==> config.mk <==
export PLATFORM = sky130hd
export DESIGN_NAME = unified_mem_arbiter_flat
export DESIGN_NICKNAME = d
export VERILOG_FILES = /design/src/rtl/unified_mem_arbiter_if.sv /design/src/rtl/unified_mem_arbiter.sv /design/src/flat_wrapper.sv
export SDC_FILE = /design/constraint.sdc
export NUM_CORES = 1
export LEC_CHECK = 0
export BUFFER_PORTS_ARGS = -buffer_cell sky130_fd_sc_hd__buf_2
export CAP_MARGIN = 25
export CORE_AREA = 2 2 106 108
export DETAILED_ROUTE_END_ITERATION = 6
export DIE_AREA = 0 0 108 110
export PLACE_DENSITY = 0.69
export SLEW_MARGIN = 25
export SYNTH_ARGS = -nofsm -noshare
export SYNTH_HDL_FRONTEND = slang
export SYNTH_SLANG_ARGS = --single-unit
==> constraint.sdc <==
create_clock -name clk -period 4.1 [get_ports clk]
set_clock_uncertainty 0.2 [all_clocks]
set_input_delay 1.025 -clock clk [delete_from_list [all_inputs] [get_ports clk]]
set_output_delay 1.025 -clock clk [all_outputs]
set_load 0.01 [all_outputs]
==> src/rtl/unified_mem_arbiter_if.sv <==
// Bus bundle between the core's fetch/data ports, the arbiter and the
// unified memory. The arbiter uses the slave view; the core/memory side
// (or a testbench standing in for them) uses the master view.
interface unified_mem_arbiter_if #(
    parameter int ADDR_W = 32,
    parameter int DATA_W = 32
);
    localparam int STRB_W = DATA_W / 8;

    // Instruction-fetch port
    logic              if_req;
    logic [ADDR_W-1:0] if_addr;
    logic              if_ready;
    logic [DATA_W-1:0] if_rdata;
    logic              if_rvalid;

    // Data-access port
    logic              d_req;
    logic              d_we;
    logic [ADDR_W-1:0] d_addr;
    logic [DATA_W-1:0] d_wdata;
    logic [STRB_W-1:0] d_wstrb;
    logic              d_ready;
    logic [DATA_W-1:0] d_rdata;
    logic              d_rvalid;

    // Memory port
    logic              mem_en;
    logic              mem_we;
    logic [ADDR_W-1:0] mem_addr;
    logic [DATA_W-1:0] mem_wdata;
    logic [STRB_W-1:0] mem_wstrb;
    logic [DATA_W-1:0] mem_rdata;

    modport slave (
        input  if_req, if_addr,
        input  d_req, d_we, d_addr, d_wdata, d_wstrb,
        input  mem_rdata,
        output if_ready, if_rdata, if_rvalid,
        output d_ready, d_rdata, d_rvalid,
        output mem_en, mem_we, mem_addr, mem_wdata, mem_wstrb
    );

    modport master (
        output if_req, if_addr,
        output d_req, d_we, d_addr, d_wdata, d_wstrb,
        output mem_rdata,
        input  if_ready, if_rdata, if_rvalid,
        input  d_ready, d_rdata, d_rvalid,
        input  mem_en, mem_we, mem_addr, mem_wdata, mem_wstrb
    );
endinterface

==> src/rtl/unified_mem_arbiter.sv <==
// Arbiter sharing one single-ported, synchronous-read memory between the
// instruction-fetch and data-access ports. One transaction in flight; the
// data port has fixed priority, but after STARVE_MAX consecutive data
// grants with a fetch pending the fetch port is forced through.
// Optional: define ARB_PERF_CNT_EN to add grant/conflict counters.
module unified_mem_arbiter #(
    parameter int ADDR_W     = 32,
    parameter int DATA_W     = 32,
    parameter int MEM_LAT    = 2,
    parameter int STARVE_MAX = 4
) (
    input  logic                   clk,
    input  logic                   reset,
    unified_mem_arbiter_if.slave   bus
`ifdef ARB_PERF_CNT_EN
    ,
    output logic [31:0]            perf_if_grants,
    output logic [31:0]            perf_d_grants,
    output logic [31:0]            perf_conflicts
`endif
);
    localparam int STRB_W = DATA_W / 8;
    localparam int CNT_W  = $clog2(MEM_LAT + 1);
    localparam int SW     = (STARVE_MAX < 1) ? 1 : $clog2(STARVE_MAX + 1);

    typedef enum logic [1:0] {
        IDLE    = 2'd0,
        BUSY_IF = 2'd1,
        BUSY_D  = 2'd2
    } state_t;

    state_t            state_q, state_d;
    logic [CNT_W-1:0]  cnt_q, cnt_d;
    logic [SW-1:0]     starve_q, starve_d;
    logic              d_we_q;
    logic [DATA_W-1:0] if_rdata_q, d_rdata_q;
    logic              if_rvalid_q, d_rvalid_q;

    logic last_cycle;
    logic eligible;
    logic if_pri;
    logic both_req;
    logic if_ready;
    logic d_ready;
    logic if_grant;
    logic d_grant;

    // Arbitration: a grant may happen in IDLE or in the final latency cycle;
    // readies are forced low while reset is asserted.
    always_comb begin
        last_cycle = (state_q != IDLE) && (cnt_q == CNT_W'(MEM_LAT));
        eligible   = reset && ((state_q == IDLE) || last_cycle);
        if_pri     = (starve_q == SW'(STARVE_MAX));
        both_req   = bus.if_req && bus.d_req;
        if_ready   = eligible && !(both_req && !if_pri);
        d_ready    = eligible && !(both_req && if_pri);
        if_grant   = bus.if_req && if_ready;
        d_grant    = bus.d_req && d_ready;
    end

    // FSM next state and latency counter (counter runs 1..MEM_LAT while busy).
    always_comb begin
        state_d = state_q;
        cnt_d   = cnt_q;
        case (state_q)
            IDLE: begin
                if (d_grant) begin
                    state_d = BUSY_D;
                    cnt_d   = CNT_W'(1);
                end else if (if_grant) begin
                    state_d = BUSY_IF;
                    cnt_d   = CNT_W'(1);
                end
            end
            BUSY_IF, BUSY_D: begin
                if (d_grant) begin
                    state_d = BUSY_D;
                    cnt_d   = CNT_W'(1);
                end else if (if_grant) begin
                    state_d = BUSY_IF;
                    cnt_d   = CNT_W'(1);
                end else if (last_cycle) begin
                    state_d = IDLE;
                    cnt_d   = '0;
                end else begin
                    cnt_d   = cnt_q + CNT_W'(1);
                end
            end
            default: begin
                state_d = IDLE;
                cnt_d   = '0;
            end
        endcase
    end

    // Starvation counter: counts data grants that bypass a pending fetch.
    always_comb begin
        starve_d = starve_q;
        if (!bus.if_req || if_grant) begin
            starve_d = '0;
        end else if (d_grant && (starve_q != SW'(STARVE_MAX))) begin
            starve_d = starve_q + SW'(1);
        end
    end

    // Memory request is driven straight from the winning port in the grant cycle.
    always_comb begin
        bus.mem_en    = 1'b0;
        bus.mem_we    = 1'b0;
        bus.mem_addr  = '0;
        bus.mem_wdata = '0;
        bus.mem_wstrb = '0;
        if (d_grant) begin
            bus.mem_en    = 1'b1;
            bus.mem_we    = bus.d_we;
            bus.mem_addr  = bus.d_addr;
            bus.mem_wdata = bus.d_wdata;
            bus.mem_wstrb = bus.d_wstrb;
        end else if (if_grant) begin
            bus.mem_en    = 1'b1;
            bus.mem_addr  = bus.if_addr;
        end
    end

    // State, latency and starvation registers.
    always_ff @(posedge clk or negedge reset) begin
        if (!reset) begin
            state_q  <= IDLE;
            cnt_q    <= '0;
            starve_q <= '0;
            d_we_q   <= 1'b0;
        end else begin
            state_q  <= state_d;
            cnt_q    <= cnt_d;
            starve_q <= starve_d;
            if (d_grant) begin
                d_we_q <= bus.d_we;
            end
        end
    end

    // Completion: capture memory data in the last latency cycle, pulse rvalid next cycle.
    always_ff @(posedge clk or negedge reset) begin
        if (!reset) begin
            if_rvalid_q <= 1'b0;
            d_rvalid_q  <= 1'b0;
            if_rdata_q  <= '0;
            d_rdata_q   <= '0;
        end else begin
            if_rvalid_q <= last_cycle && (state_q == BUSY_IF);
            d_rvalid_q  <= last_cycle && (state_q == BUSY_D);
            if (last_cycle && (state_q == BUSY_IF)) begin
                if_rdata_q <= bus.mem_rdata;
            end
            if (last_cycle && (state_q == BUSY_D) && !d_we_q) begin
                d_rdata_q <= bus.mem_rdata;
            end
        end
    end

    assign bus.if_ready  = if_ready;
    assign bus.d_ready   = d_ready;
    assign bus.if_rdata  = if_rdata_q;
    assign bus.if_rvalid = if_rvalid_q;
    assign bus.d_rdata   = d_rdata_q;
    assign bus.d_rvalid  = d_rvalid_q;

`ifdef ARB_PERF_CNT_EN
    logic [31:0] perf_if_q, perf_d_q, perf_conf_q;

    // Free-running, wrapping performance counters.
    always_ff @(posedge clk or negedge reset) begin
        if (!reset) begin
            perf_if_q   <= '0;
            perf_d_q    <= '0;
            perf_conf_q <= '0;
        end else begin
            if (if_grant) begin
                perf_if_q <= perf_if_q + 32'd1;
            end
            if (d_grant) begin
                perf_d_q <= perf_d_q + 32'd1;
            end
            if (both_req && (state_q == IDLE)) begin
                perf_conf_q <= perf_conf_q + 32'd1;
            end
        end
    end

    assign perf_if_grants = perf_if_q;
    assign perf_d_grants  = perf_d_q;
    assign perf_conflicts = perf_conf_q;
`endif

endmodule
==> src/flat_wrapper.sv <==
// flat-port wrapper written by rule: the top's interface ports become plain ports
module unified_mem_arbiter_flat 
#(
    parameter int ADDR_W     = 32,
    parameter int DATA_W     = 32,
    parameter int MEM_LAT    = 2,
    parameter int STARVE_MAX = 4
)
  (clk, reset, bus_if_req, bus_if_addr, bus_d_req, bus_d_we, bus_d_addr, bus_d_wdata, bus_d_wstrb, bus_mem_rdata, bus_if_ready, bus_if_rdata, bus_if_rvalid, bus_d_ready, bus_d_rdata, bus_d_rvalid, bus_mem_en, bus_mem_we, bus_mem_addr, bus_mem_wdata, bus_mem_wstrb);
  unified_mem_arbiter_if #(.ADDR_W(ADDR_W), .DATA_W(DATA_W)) bus_i ();
  input  logic clk;
  input  logic reset;
  input wire logic [$bits(bus_i.if_req)-1:0] bus_if_req;
  input wire logic [$bits(bus_i.if_addr)-1:0] bus_if_addr;
  input wire logic [$bits(bus_i.d_req)-1:0] bus_d_req;
  input wire logic [$bits(bus_i.d_we)-1:0] bus_d_we;
  input wire logic [$bits(bus_i.d_addr)-1:0] bus_d_addr;
  input wire logic [$bits(bus_i.d_wdata)-1:0] bus_d_wdata;
  input wire logic [$bits(bus_i.d_wstrb)-1:0] bus_d_wstrb;
  input wire logic [$bits(bus_i.mem_rdata)-1:0] bus_mem_rdata;
  output wire logic [$bits(bus_i.if_ready)-1:0] bus_if_ready;
  output wire logic [$bits(bus_i.if_rdata)-1:0] bus_if_rdata;
  output wire logic [$bits(bus_i.if_rvalid)-1:0] bus_if_rvalid;
  output wire logic [$bits(bus_i.d_ready)-1:0] bus_d_ready;
  output wire logic [$bits(bus_i.d_rdata)-1:0] bus_d_rdata;
  output wire logic [$bits(bus_i.d_rvalid)-1:0] bus_d_rvalid;
  output wire logic [$bits(bus_i.mem_en)-1:0] bus_mem_en;
  output wire logic [$bits(bus_i.mem_we)-1:0] bus_mem_we;
  output wire logic [$bits(bus_i.mem_addr)-1:0] bus_mem_addr;
  output wire logic [$bits(bus_i.mem_wdata)-1:0] bus_mem_wdata;
  output wire logic [$bits(bus_i.mem_wstrb)-1:0] bus_mem_wstrb;
  assign bus_i.if_req = bus_if_req;
  assign bus_i.if_addr = bus_if_addr;
  assign bus_i.d_req = bus_d_req;
  assign bus_i.d_we = bus_d_we;
  assign bus_i.d_addr = bus_d_addr;
  assign bus_i.d_wdata = bus_d_wdata;
  assign bus_i.d_wstrb = bus_d_wstrb;
  assign bus_i.mem_rdata = bus_mem_rdata;
  assign bus_if_ready = bus_i.if_ready;
  assign bus_if_rdata = bus_i.if_rdata;
  assign bus_if_rvalid = bus_i.if_rvalid;
  assign bus_d_ready = bus_i.d_ready;
  assign bus_d_rdata = bus_i.d_rdata;
  assign bus_d_rvalid = bus_i.d_rvalid;
  assign bus_mem_en = bus_i.mem_en;
  assign bus_mem_we = bus_i.mem_we;
  assign bus_mem_addr = bus_i.mem_addr;
  assign bus_mem_wdata = bus_i.mem_wdata;
  assign bus_mem_wstrb = bus_i.mem_wstrb;
  unified_mem_arbiter #(.ADDR_W(ADDR_W), .DATA_W(DATA_W), .MEM_LAT(MEM_LAT), .STARVE_MAX(STARVE_MAX)) u_core (.clk(clk), .reset(reset), .bus(bus_i));
endmodule
==> summary.md, run 1 <==
| Metric | Value |
|---|---|
| Via total after detailed routing | 3366 |
| Run status | finished, final reports clean |
| Total buffers and inverters traversed by the critical path | 3 |
| Number of port buffers | approximately 270 |
| Die width | 108 µm |
| Initial core utilization | approximately a third |
| DRT iter0 DRCs | 191 |
| Buffer depth of the longest clock path | 2 |
| Routed length on met1 | ~5200 µm |
| Min Clock Period, post-route | ~3.8 ns |
| Class of the most critical setup path | in2out |
| Beginning of the worst register-to-register path | u_core.state_q[0] |
| Finished Layout Cells | roughly 700 |
| Cell leakage power | between 0.003 and 0.004 µW |
| Most common library cell in the layout ignoring fill and taps | sky130_fd_sc_hd__buf_2 |
| Estimated wirelength of the detail-placed design | about 11000 µm |
| Post-CTS setup repair buffer count | 0 |
| Remaining routing DRC violations | 0 |
| H-tree depth reported by CTS | 3 |
| Cells on worst reg2reg path | 6 |
| Worst Hold Margin | about 0.29 ns |
| Multi-input gate area | 1620 µm² |
| Post-synthesis cell type with the largest combined area | sky130_fd_sc_hd__dfrtp_1 |
| Cells after Synth | around 290 |
| Fraction of final layout cells with drive strength greater than 1 | between 60% and 70% |
| Clock transition at the register clock pins on the worst setup and hold paths after CTS | around 0.07 ns |
| Via count normalized by instance count | approximately 4.8 |
| DR WL/cell | 18.6 µm |
| IR Drop Worst-Case VDD | about 270 µV |
| Count of flip-flops with a built-in enable after synthesis | 0 |
| Cell area after layout | between 5000 and 6000 µm² |
| Per-instance average area after synthesis | 12.5 µm² |
| Routability-driven placement congestion ratio | just under 0.8 |
| Overall routing resource usage | 20.9% |
| Endpoint of the lowest-slack register-to-register path | u_core.bus.d_rdata[28] |
| Leading cell types in the layout, fill and taps excluded | 274 x sky130_fd_sc_hd__buf_2, 74 x sky130_fd_sc_hd__dfrtp_1, 64 x sky130_fd_sc_hd__mux2_2 |
| Total Nets Final | 702 |
| Largest delay share family, worst path | simple AND/OR/NAND/NOR gates |
| Maximum number of pins on one net before global-route repair | 76 |
| Worst setup SP type | input port |
| Worst hold-check path type | reg2reg |
| CTS Buf Count | 9 |
| Maximum fanout encountered on the critical timing path | 26 |
| Async S/R FF share, synth | between 90% and 100% |
| Placement Rows | 38 |
| Placed standard-cell area | a little over 5000 µm² |
| Relative area change from synthesis to final layout | 48.5% |
| Fill cell count | roughly 980 |
| Worst path cell trace | buf_2, a21boi_0, nor3b_2, buf_12, a22o_1, buf_2 |
| Number of nets in the synthesized netlist | 430 |
| Wire length of the first global-routing pass | 18000 µm |
| Final hold violation count | 0 |
| Met2 WL | 6250 µm |
| Data arrival at the endpoint of the critical path | between 2 and 3 ns |
| Sequential-to-total area share from yosys stat | 51.5% |
| Number of gates resized after CTS | 0 |
| Post-synth design cell area | 3590 µm² |
| Die Y-Extent | 110 µm |
| Top_reg_cell synth | sky130_fd_sc_hd__dfrtp_1 |
| Maximum Capacitance Violations | 0 |
| Reg-to-reg setup timing slack | between 1 and 1.5 ns |
| Cell seen most often among critical-path stages | sky130_fd_sc_hd__buf_2 |
| Hold Crit Endpoint | u_core.bus.d_rdata[5] |
| WL met3 | about 1400 µm |
| Critical-path top delay cell | sky130_fd_sc_hd__nor3b_2 |
| Number of sinks driven by the clock tree | 74 |
| Residual antenna-violating net count after detailed routing | 0 |
| Number of flip-flops and latches in the synthesized netlist | 74 |
| Number of cells in the design after placement | 688 |
| Number of global-route vias before repair | ~3100 |
| Summed negative setup slack over all endpoints | 0 ns |
| Worst slew pin tran | between 0.9 and 1 ns |
| Floorplan die area | ~12000 µm² |
| Boundary Pins | 275 |
| RSZ-0062 raised after global routing | no |
| Insertion delay of the later-clocked pin in the worst-skew pair | approximately 0.34 ns |
| PwrDens | 571 nW/µm² |
| Proportion of netlist area held by the largest area contributor | between 50% and 60% |
| Number of distinct library cell variants in the gate-level netlist after synthesis | 27 |
| Quantity of hold-fixing buffers added after cts | 0 |
| Maximum frequency from static timing analysis | around 260 MHz |
| Reg area | around 1900 µm² |
| Syn. warnings | 0 |
| TritonCTS clock tree | done |
| Setup crit end kind | primary output |
| Detailed-routing iteration count for the pre-antenna-repair pass | 4 |
| Min-Delay Path Depth | 1 |
| Final Slew Violations | 0 |
| Final cycle utilization of the critical path | between 90 and 100% |
| Initial antenna violation count | 5 |
| Remaining global-route overflow | 0 |
| Final WL | 13100 µm |
| Dominant cells by area after synthesis | sky130_fd_sc_hd__dfrtp_1 52%, sky130_fd_sc_hd__mux2_2 20%, sky130_fd_sc_hd__a22o_1 8.3%, sky130_fd_sc_hd__and2_1 6.4%, sky130_fd_sc_hd__ha_1 2.1% |
| Highest routing layer actually used | met5 |
| Max stage delay on crit path | a little over 0.6 ns |
| Slew margin rel. | between 30 and 40% |
| Worst path required time | ~2.9 ns |
| Root buffer cell | sky130_fd_sc_hd__clkbuf_8 |
| Start point of the worst min-delay path | u_core.bus.d_rdata[5] |
| Floorplan Core Area | 10700 µm² |
| Final Setup Violations | 0 |
==> per-layer routing <==
layer  GRT usage, %  up-vias
met5              0        -
met4           5.31        4
met3           7.76       19
met2           35.0      181
li1               -     1562
met1           25.6     1600
==> Yosys cell counts, drive strengths merged, types with 4 or more instances <==
library cell / count
o21ai: 4
dfrtp: 74
a21oi: 6
nand2: 5
inv: 7
and2: 37
nor2b: 6
ha: 6
buf: 14
nor2: 5
clkbuf: 6
nand3: 5
a22o: 34
mux2: 65
==> cell type report <==
type	count	area share, %
Timing Repair Buffer	281	27.2
Antenna cell	1	0.0469
Tap cell	140	3.28
Inverter	7	0.492
Clock inverter	5	1.48
Multi-Input combinational cell	186	30.4
Clock buffer	10	2.39
Sequential cell	74	34.7
==> flip-flops by register name, summed over array words and instances (netlist names) <==
signal,count
u_core.bus.d_rdata,32
u_core.bus.if_rdata,32
u_core.starve_q,3
u_core.cnt_q,2
u_core.state_q,2
u_core.bus.d_rvalid,1
u_core.bus.if_rvalid,1
u_core.d_we_q,1
==> per-stage QoR <==
stage / setup WS, ns / util [%] / total power [µW]
2_1_floorplan: 0.567 / - / 1870
3_3_place_gp: 0.322 / 47.9 / 2430
3_5_place_dp: 0.286 / 47.9 / 2480
4_1_cts: 0.281 / 49.8 / 3090
5_1_grt: 0.141 / 49.9 / 3260
6_report: 0.288 / 49.9 / 3050
==> where the power goes <==
group	internal [µW]	switching (µW)	total, µW
Combinational	639	660	1300
Clock	340	262	601
Sequential	1010	141	1150
Total	1980	1060	3050
==> cell families (layout without fill, tap and decap cells) <==
logic type                 Yosys count  after routing  synth area share [%]
and+or+nand+nor                     63             63                  10.3
muxes                               65             65                  20.4
DFF                                 74             74                  51.5
AOI/OAI and AO/OA                   52             52                  12.0
other                                0              1                     0
buffers and inverters               27            303                  3.72
adders and majority gates            6              6                  2.09
==> worst max path at each step <==
stage / startpoint / endpoint / slack [ns] / cells after the start
floorplan: bus_if_req / bus_mem_addr[29] / 0.57 / 5
global placement: bus_d_req / bus_mem_addr[14] / 0.32 / 6
detailed placement: bus_d_req / bus_mem_addr[12] / 0.29 / 6
CTS: bus_d_req / bus_mem_addr[12] / 0.28 / 6
global route: u_core.state_q[1] / bus_mem_addr[17] / 0.14 / 7
finish: bus_d_req / bus_mem_addr[12] / 0.29 / 6
(Power assumes the default switching activity.)
==> inputs of run 2 (changes only) <==
--- a/config.mk
+++ b/config.mk
@@ -5,12 +5,13 @@
 export SDC_FILE = /design/constraint.sdc
 export NUM_CORES = 1
 export LEC_CHECK = 0
+export ABC_AREA = 1
 export BUFFER_PORTS_ARGS = -buffer_cell sky130_fd_sc_hd__buf_2
 export CAP_MARGIN = 25
-export CORE_AREA = 2 2 106 108
+export CORE_AREA = 2 2 107 109
 export DETAILED_ROUTE_END_ITERATION = 6
-export DIE_AREA = 0 0 108 110
-export PLACE_DENSITY = 0.69
+export DIE_AREA = 0 0 109 111
+export PLACE_DENSITY = 0.74
 export SLEW_MARGIN = 25
 export SYNTH_ARGS = -nofsm -noshare
 export SYNTH_HDL_FRONTEND = slang
==> summary.md, run 2 <==
| Metric | Value |
|---|---|
| Dominant cells by area after synthesis | sky130_fd_sc_hd__dfrtp_1 45%, sky130_fd_sc_hd__nand2_1 14%, sky130_fd_sc_hd__nor2_4 8.4%, sky130_fd_sc_hd__inv_1 8.0%, sky130_fd_sc_hd__o21ai_0 6.8% (was sky130_fd_sc_hd__dfrtp_1 52%, sky130_fd_sc_hd__mux2_2 20%, sky130_fd_sc_hd__a22o_1 8.3%, sky130_fd_sc_hd__and2_1 6.4%, sky130_fd_sc_hd__ha_1 2.1%) |
| Per-instance average area after synthesis | 8.09 µm² (was 12.5 µm²) |
| CTS Buf Count | 9 (unchanged) |
| Worst path cell trace | inv_1, ha_1, inv_2, a21oi_4, nand2_2, clkinv_2, nand3_1, nand2_1, buf_2 (was buf_2, a21boi_0, nor3b_2, buf_12, a22o_1, buf_2) |
| Number of global-route vias before repair | 3798 (was 3128) |
| ANT cells | 0 (was 1) |
| Worst slew pin tran | 0.660 ns (was 0.967 ns) |
| DR WL/cell | 12.4 µm (was 18.6 µm) |
| Number of flip-flops and latches in the synthesized netlist | 74 (unchanged) |
| Count of flip-flops with a built-in enable after synthesis | 0 (unchanged) |
| Run status | finished, final reports clean (unchanged) |
| Remaining global-route overflow | 0 (unchanged) |
| Placement Rows | 39 (was 38) |
| PwrDens | 592 nW/µm² (was 571 nW/µm²) |
| Die Y-Extent | 111 µm (was 110 µm) |
| Estimated wirelength of the detail-placed design | 8870 µm (was 10800 µm) |
| Boundary Pins | 275 (unchanged) |
| Largest delay share family, worst path | buffers and inverters (was simple AND/OR/NAND/NOR gates) |
| Number of nets in the synthesized netlist | 654 (was 430) |
| Cells after Synth | 511 (was 287) |
| Residual antenna-violating net count after detailed routing | 0 (unchanged) |
| Quantity of hold-fixing buffers added after cts | 0 (unchanged) |
| Root buffer cell | sky130_fd_sc_hd__clkbuf_16 (was sky130_fd_sc_hd__clkbuf_8) |
| Final hold violation count | 0 (unchanged) |
| Via total after detailed routing | 4053 (was 3366) |
| Max stage delay on crit path | 0.40 ns (was 0.61 ns) |
| Initial antenna violation count | 1 (was 5) |
| Initial core utilization | 37.3% (was 33.6%) |
| Top_reg_cell synth | sky130_fd_sc_hd__dfrtp_1 (unchanged) |
| Floorplan Core Area | 11100 µm² (was 10700 µm²) |
| Routability-driven placement congestion ratio | 0.749 (was 0.793) |
| H-tree depth reported by CTS | 3 (unchanged) |
| Worst hold-check path type | reg2reg (unchanged) |
| Fraction of final layout cells with drive strength greater than 1 | 43.1% (was 64.5%) |
| Most common library cell in the layout ignoring fill and taps | sky130_fd_sc_hd__buf_2 (unchanged) |
| Clock transition at the register clock pins on the worst setup and hold paths after CTS | 0.06 ns (was 0.07 ns) |
| Remaining routing DRC violations | 0 (unchanged) |
| Number of sinks driven by the clock tree | 74 (unchanged) |
| Number of distinct library cell variants in the gate-level netlist after synthesis | 29 (was 27) |
| Buffer depth of the longest clock path | 2 (unchanged) |
| Number of port buffers | 274 (unchanged) |
| Final cycle utilization of the critical path | 85.6% (was 93.0%) |
| Maximum frequency from static timing analysis | 285 MHz (was 262 MHz) |
| Insertion delay of the later-clocked pin in the worst-skew pair | 0.33 ns (was 0.34 ns) |
| Cell with the most instances after synthesis | sky130_fd_sc_hd__nand2_1 (was sky130_fd_sc_hd__dfrtp_1) |
| TritonCTS clock tree | done (unchanged) |
| Relative area change from synthesis to final layout | 40.4% (was 48.5%) |
| Critical-path top delay cell | sky130_fd_sc_hd__dfrtp_1 (was sky130_fd_sc_hd__nor3b_2) |
| Maximum fanout encountered on the critical timing path | 33 (was 26) |
| Total buffers and inverters traversed by the critical path | 4 (was 3) |
| Detailed-routing iteration count for the pre-antenna-repair pass | 4 (unchanged) |
| IR Drop Worst-Case VDD | 313 µV (was 271 µV) |
| Tot Pwr | 3440 µW (was 3050 µW) |
| Async S/R FF share, synth | 100% (unchanged) |
| Floorplan die area | 12100 µm² (was 11900 µm²) |
| Wire length of the first global-routing pass | 17900 µm (was 18000 µm) |
| Leading cell types in the layout, fill and taps excluded | 273 x sky130_fd_sc_hd__buf_2, 152 x sky130_fd_sc_hd__nand2_1, 88 x sky130_fd_sc_hd__inv_1 (was 274 x sky130_fd_sc_hd__buf_2, 74 x sky130_fd_sc_hd__dfrtp_1, 64 x sky130_fd_sc_hd__mux2_2) |
| Post-synth design cell area | 4140 µm² (was 3590 µm²) |
| Overall routing resource usage | 18.5% (was 20.9%) |
| Die width | 109 µm (was 108 µm) |
| Maximum number of pins on one net before global-route repair | 75 (was 76) |
| Final Slew Violations | 0 (unchanged) |
| Ranking of synthesized cells by instance count | 153 x sky130_fd_sc_hd__nand2_1, 88 x sky130_fd_sc_hd__inv_1, 74 x sky130_fd_sc_hd__dfrtp_1 (was 74 x sky130_fd_sc_hd__dfrtp_1, 64 x sky130_fd_sc_hd__mux2_2, 37 x sky130_fd_sc_hd__and2_1) |
| Min Clock Period, post-route | 3.51 ns (was 3.81 ns) |
| Worst setup SP type | flip-flop (was input port) |
| Final Setup Violations | 0 (unchanged) |
| Number of gates resized after CTS | 0 (unchanged) |
| Setup crit end kind | primary output (unchanged) |
| Data arrival at the endpoint of the critical path | 2.29 ns (was 2.59 ns) |
| Utilization after layout | 52.4% (was 49.9%) |
| Final WL | 11400 µm (was 13100 µm) |
| Sequential-to-total area share from yosys stat | 44.8% (was 51.5%) |
| Maximum Capacitance Violations | 0 (unchanged) |
| Via count normalized by instance count | 4.41 (was 4.78) |
| DRT iter0 DRCs | 229 (was 191) |
| Proportion of netlist area held by the largest area contributor | 44.8% (was 51.5%) |
| Cell leakage power | 0.00353 µW (was 0.00311 µW) |
| Syn. warnings | 0 (unchanged) |
| Worst path required time | 2.87 ns (about the same) |
| Total Nets Final | 915 (was 702) |
| Class of the most critical setup path | reg2out (was in2out) |
| Post-synthesis cell type with the largest combined area | sky130_fd_sc_hd__dfrtp_1 (unchanged) |
| RSZ-0062 raised after global routing | no (unchanged) |
| Post-CTS setup repair buffer count | 0 (unchanged) |
| Summed negative setup slack over all endpoints | 0 ns (unchanged) |
| Slew margin rel. | 56.0% (was 35.4%) |
[run 2: changes by cell type in the layout (fill, tap and decap cells not counted), sizes merged, moves of 2 or more]
cell,before,now
a21boi,3,0
and3,3,1
and2,37,0
nand3,5,37
nand4,0,3
o21ai,4,68
a22o,34,0
mux2,65,0
nor2b,6,0
buf,281,277
nor2,5,40
inv,8,94
nand2,5,155
[run 2: tightest hold or removal path, cell delays in order, from the launching register on]
cell and delay [ns]:
sky130_fd_sc_hd__dfrtp_1 0.33, sky130_fd_sc_hd__nand2_1 0.05, sky130_fd_sc_hd__o21ai_0 0.06
[run 2: kinds of logic after synthesis]
logic type / share of synthesized area, %
flip-flops: 44.8
adder cells (fa/ha/maj): 1.82
AND/OR/NAND/NOR: 29.1
buffers and inverters: 14.6
XOR/XNOR: 0.212
AO/OA/AOI/OAI: 9.56
[run 2: path summary, 6_finish.rpt]
kind                                    startpoint                 endpoint  slack, ns  depth (start not counted)
hold reg to reg            u_core.bus.if_rdata[21]  u_core.bus.if_rdata[21]       0.28                          2
max in group asynchronous                    reset   u_core.bus.d_rdata[16]       2.58                          2
setup reg to reg                 u_core.state_q[0]   u_core.bus.d_rdata[13]       1.96                          7
setup / recovery                 u_core.state_q[1]          bus_mem_addr[1]       0.59                          9
hold / removal             u_core.bus.if_rdata[21]  u_core.bus.if_rdata[21]       0.28                          2
min in group asynchronous                    reset            u_core.d_we_q       0.66                          2
[run 2: area by class of cell]
type | count | area (µm²)
Timing Repair Buffer | 277 | 1410
Sequential cell | 74 | 1850
Fill cell | 1074 | 5270
Multi-Input combinational cell | 319 | 1700
Inverter | 91 | 343
Clock buffer | 9 | 225
Clock inverter | 7 | 95.1
Tap cell | 143 | 179
[run 2: routing by layer]
metal  vias to the layer above  global-route usage (%)  wire [µm]
met3                        15                    3.35        813
met4                         2                    6.24        193
met2                       156                    32.3       5740
met1                      1802                    22.6       4660
met5                         -                       0         12
li1                       2078                       -          -
[run 2: metrics by stage]
stage	instances	hold slack, ns	instance area, µm²	worst slack [ns]
finish	920	0.277	5800	0.590
global route	920	0.298	5800	0.364
CTS	920	0.284	5800	0.562
detailed placement	904	0.268	5480	0.621
global placement	904	0.261	5480	0.615
floorplan	511	0.270	4140	0.977
[run 2: report_power, final]
| group | total (µW) | switching [µW] | internal, µW | leakage, µW |
|---|---|---|---|---|
| registers | 1210 | 157 | 1050 | 0.000772 |
| logic | 1400 | 837 | 565 | 0.00260 |
| clock network | 826 | 336 | 490 | 0.000157 |
| total | 3440 | 1330 | 2110 | 0.00353 |
==> inputs of run 3 (changes only) <==
--- a/config.mk
+++ b/config.mk
@@ -8,10 +8,10 @@
 export ABC_AREA = 1
 export BUFFER_PORTS_ARGS = -buffer_cell sky130_fd_sc_hd__buf_2
 export CAP_MARGIN = 25
-export CORE_AREA = 2 2 107 109
+export CORE_AREA = 2 2 105 107
 export DETAILED_ROUTE_END_ITERATION = 6
-export DIE_AREA = 0 0 109 111
-export PLACE_DENSITY = 0.74
+export DIE_AREA = 0 0 107 109
+export PLACE_DENSITY = 0.76
 export SLEW_MARGIN = 25
 export SYNTH_ARGS = -nofsm -noshare
 export SYNTH_HDL_FRONTEND = slang
==> constraint.sdc (replaced) <==
create_clock -name clk -period 4.1 [get_ports clk]
set_clock_uncertainty 0.2 [all_clocks]
set_input_delay 1.025 -clock clk [delete_from_list [all_inputs] [get_ports clk]]
set_output_delay 1.025 -clock clk [all_outputs]
set_load 0.02 [all_outputs]
==> summary.md, run 3 (synthesis results as in run 2) <==
| Metric | Value |
|---|---|
| Number of gates resized after CTS | 0 (unchanged) |
| Estimated wirelength of the detail-placed design | 8270 µm (was 8870 µm) |
| Number of global-route vias before repair | 3583 (was 3798) |
| Wire length of the first global-routing pass | 16300 µm (was 17900 µm) |
| Remaining global-route overflow | 0 (unchanged) |
| Die Y-Extent | 109 µm (was 111 µm) |
| Fraction of final layout cells with drive strength greater than 1 | 43.1% (unchanged) |
| Detailed-routing iteration count for the pre-antenna-repair pass | 4 (unchanged) |
| Residual antenna-violating net count after detailed routing | 0 (unchanged) |
| RSZ-0062 raised after global routing | no (unchanged) |
| Worst setup SP type | flip-flop (unchanged) |
| Worst Hold Margin | 0.280 ns (was 0.277 ns) |
| Final Slew Violations | 0 (unchanged) |
| Beginning of the worst register-to-register path | u_core.state_q[0] (unchanged) |
| Initial core utilization | 39.0% (was 37.3%) |
| Final Setup Violations | 0 (unchanged) |
| PwrDens | 615 nW/µm² (was 592 nW/µm²) |
| Tot Pwr | 3500 µW (was 3440 µW) |
| Placement Rows | 38 (was 39) |
| Launching instance or port of the critical path | u_core.state_q[0] (was u_core.state_q[1]) |
| Summed negative setup slack over all endpoints | 0 ns (unchanged) |
| Min Clock Period, post-route | 3.56 ns (was 3.51 ns) |
| Maximum fanout encountered on the critical timing path | 34 (was 33) |
| Cells on worst reg2reg path | 8 (was 7) |
| Boundary Pins | 275 (unchanged) |
| Reg-to-reg setup timing slack | 1.97 ns (was 1.96 ns) |
| Worst hold-check path type | in2async (was reg2reg) |
| Number of sinks driven by the clock tree | 74 (unchanged) |
| Leading cell types in the layout, fill and taps excluded | 273 x sky130_fd_sc_hd__buf_2, 152 x sky130_fd_sc_hd__nand2_1, 88 x sky130_fd_sc_hd__inv_1 (unchanged) |
| Worst path required time | 2.87 ns (about the same) |
| Remaining routing DRC violations | 0 (unchanged) |
| Routability-driven placement congestion ratio | 0.815 (was 0.749) |
| Via count normalized by instance count | 4.38 (was 4.41) |
| Number of port buffers | 274 (unchanged) |
| Insertion delay of the later-clocked pin in the worst-skew pair | 0.34 ns (was 0.33 ns) |
| Quantity of hold-fixing buffers added after cts | 0 (unchanged) |
| Maximum number of pins on one net before global-route repair | 71 (was 75) |
| ANT cells | 0 (unchanged) |
| Buffer depth of the longest clock path | 2 (unchanged) |
| Overall routing resource usage | 17.4% (was 18.5%) |
| Total Nets Final | 915 (unchanged) |
| Post-CTS setup repair buffer count | 0 (unchanged) |
| TritonCTS clock tree | done (unchanged) |
| Worst slew pin tran | 0.868 ns (was 0.660 ns) |
| Floorplan Core Area | 10600 µm² (was 11100 µm²) |
| Cell leakage power | 0.00347 µW (was 0.00353 µW) |
| Fill cell count | 1043 (was 1074) |
| DRT iter0 DRCs | 208 (was 229) |
| Class of the most critical setup path | reg2out (unchanged) |
| Final cycle utilization of the critical path | 86.8% (was 85.6%) |
| DR WL/cell | 11.7 µm (was 12.4 µm) |
| H-tree depth reported by CTS | 3 (unchanged) |
| Final WL | 10700 µm (was 11400 µm) |
| Endpoint of the lowest-slack register-to-register path | u_core.d_we_q (was u_core.bus.d_rdata[13]) |
| Most common library cell in the layout ignoring fill and taps | sky130_fd_sc_hd__buf_2 (unchanged) |
| Final hold violation count | 0 (unchanged) |
| Clock transition at the register clock pins on the worst setup and hold paths after CTS | 0.08 ns (was 0.06 ns) |
| Root buffer cell | sky130_fd_sc_hd__clkbuf_8 (was sky130_fd_sc_hd__clkbuf_16) |
| Slew margin rel. | 42.1% (was 56.0%) |
| CTS Buf Count | 9 (unchanged) |
| Maximum frequency from static timing analysis | 281 MHz (was 285 MHz) |
| Setup crit end kind | primary output (unchanged) |
| Data arrival at the endpoint of the critical path | 2.33 ns (was 2.29 ns) |
| Floorplan die area | 11700 µm² (was 12100 µm²) |
| Maximum Capacitance Violations | 0 (unchanged) |
| Via total after detailed routing | 4016 (was 4053) |
| Die width | 107 µm (was 109 µm) |
| Relative area change from synthesis to final layout | 37.5% (was 40.4%) |
| Run status | finished, final reports clean (unchanged) |
| Initial antenna violation count | 0 (was 1) |
| IR Drop Worst-Case VDD | 282 µV (was 313 µV) |
-- run 3: area by class of cell --
cell class              instances  area, µm²  area share (%)
well taps                     140        175            3.08
clock inverters                 6       73.8            1.30
inverters                      91        343            6.03
flip-flops and latches         74       1850            32.6
clock buffers                  10        138            2.42
repair buffers                277       1410            24.8
multi-input cells             319       1700            29.9
-- run 3: report_power, final --
| part | switching, µW | leakage (µW) | internal, µW | total (µW) |
|---|---|---|---|---|
| Combinational | 1140 | 0.00260 | 568 | 1710 |
| Clock | 279 | 0.000101 | 305 | 584 |
| Sequential | 158 | 0.000772 | 1050 | 1210 |
-- run 3: worst max-delay path: stages (launching register included) --
cell and delay, ns:
sky130_fd_sc_hd__dfrtp_1 0.42, sky130_fd_sc_hd__inv_1 0.10, sky130_fd_sc_hd__ha_1 0.30, sky130_fd_sc_hd__inv_2 0.10, sky130_fd_sc_hd__nand2_1 0.14, sky130_fd_sc_hd__nand4_4 0.13
sky130_fd_sc_hd__inv_2 0.41, sky130_fd_sc_hd__nand2_1 0.13, sky130_fd_sc_hd__nand2_1 0.10, sky130_fd_sc_hd__buf_2 0.16
-- run 3: worst max path at each step --
stage	end	slack, ns	cells past startpoint
6_report	bus_mem_addr[13]	0.54	9
4_1_cts	bus_mem_addr[13]	0.53	9
2_1_floorplan	bus_mem_addr[22]	0.93	9
3_5_place_dp	bus_mem_addr[13]	0.55	9
5_1_grt	bus_mem_addr[5]	0.32	9
3_3_place_gp	bus_mem_addr[13]	0.55	9
-- run 3: layer usage --
metal	vias up	track usage, %	wire length [µm]
met5	-	0	0
met4	0	7.14	236
met3	18	3.83	778
met2	154	30.3	5460
met1	1764	21.0	4270
li1	2080	-	-
-- run 3: per-stage QoR --
step                      cells  setup WS [ns]  utilization, %  cell area [µm²]
after floorplan             511          0.926               -             4140
after global placement      901          0.552            51.6             5470
after detailed placement    901          0.548            51.6             5470
after CTS                   917          0.530            53.6             5680
after global routing        917          0.318            53.6             5690
final                       917          0.541            53.6             5690
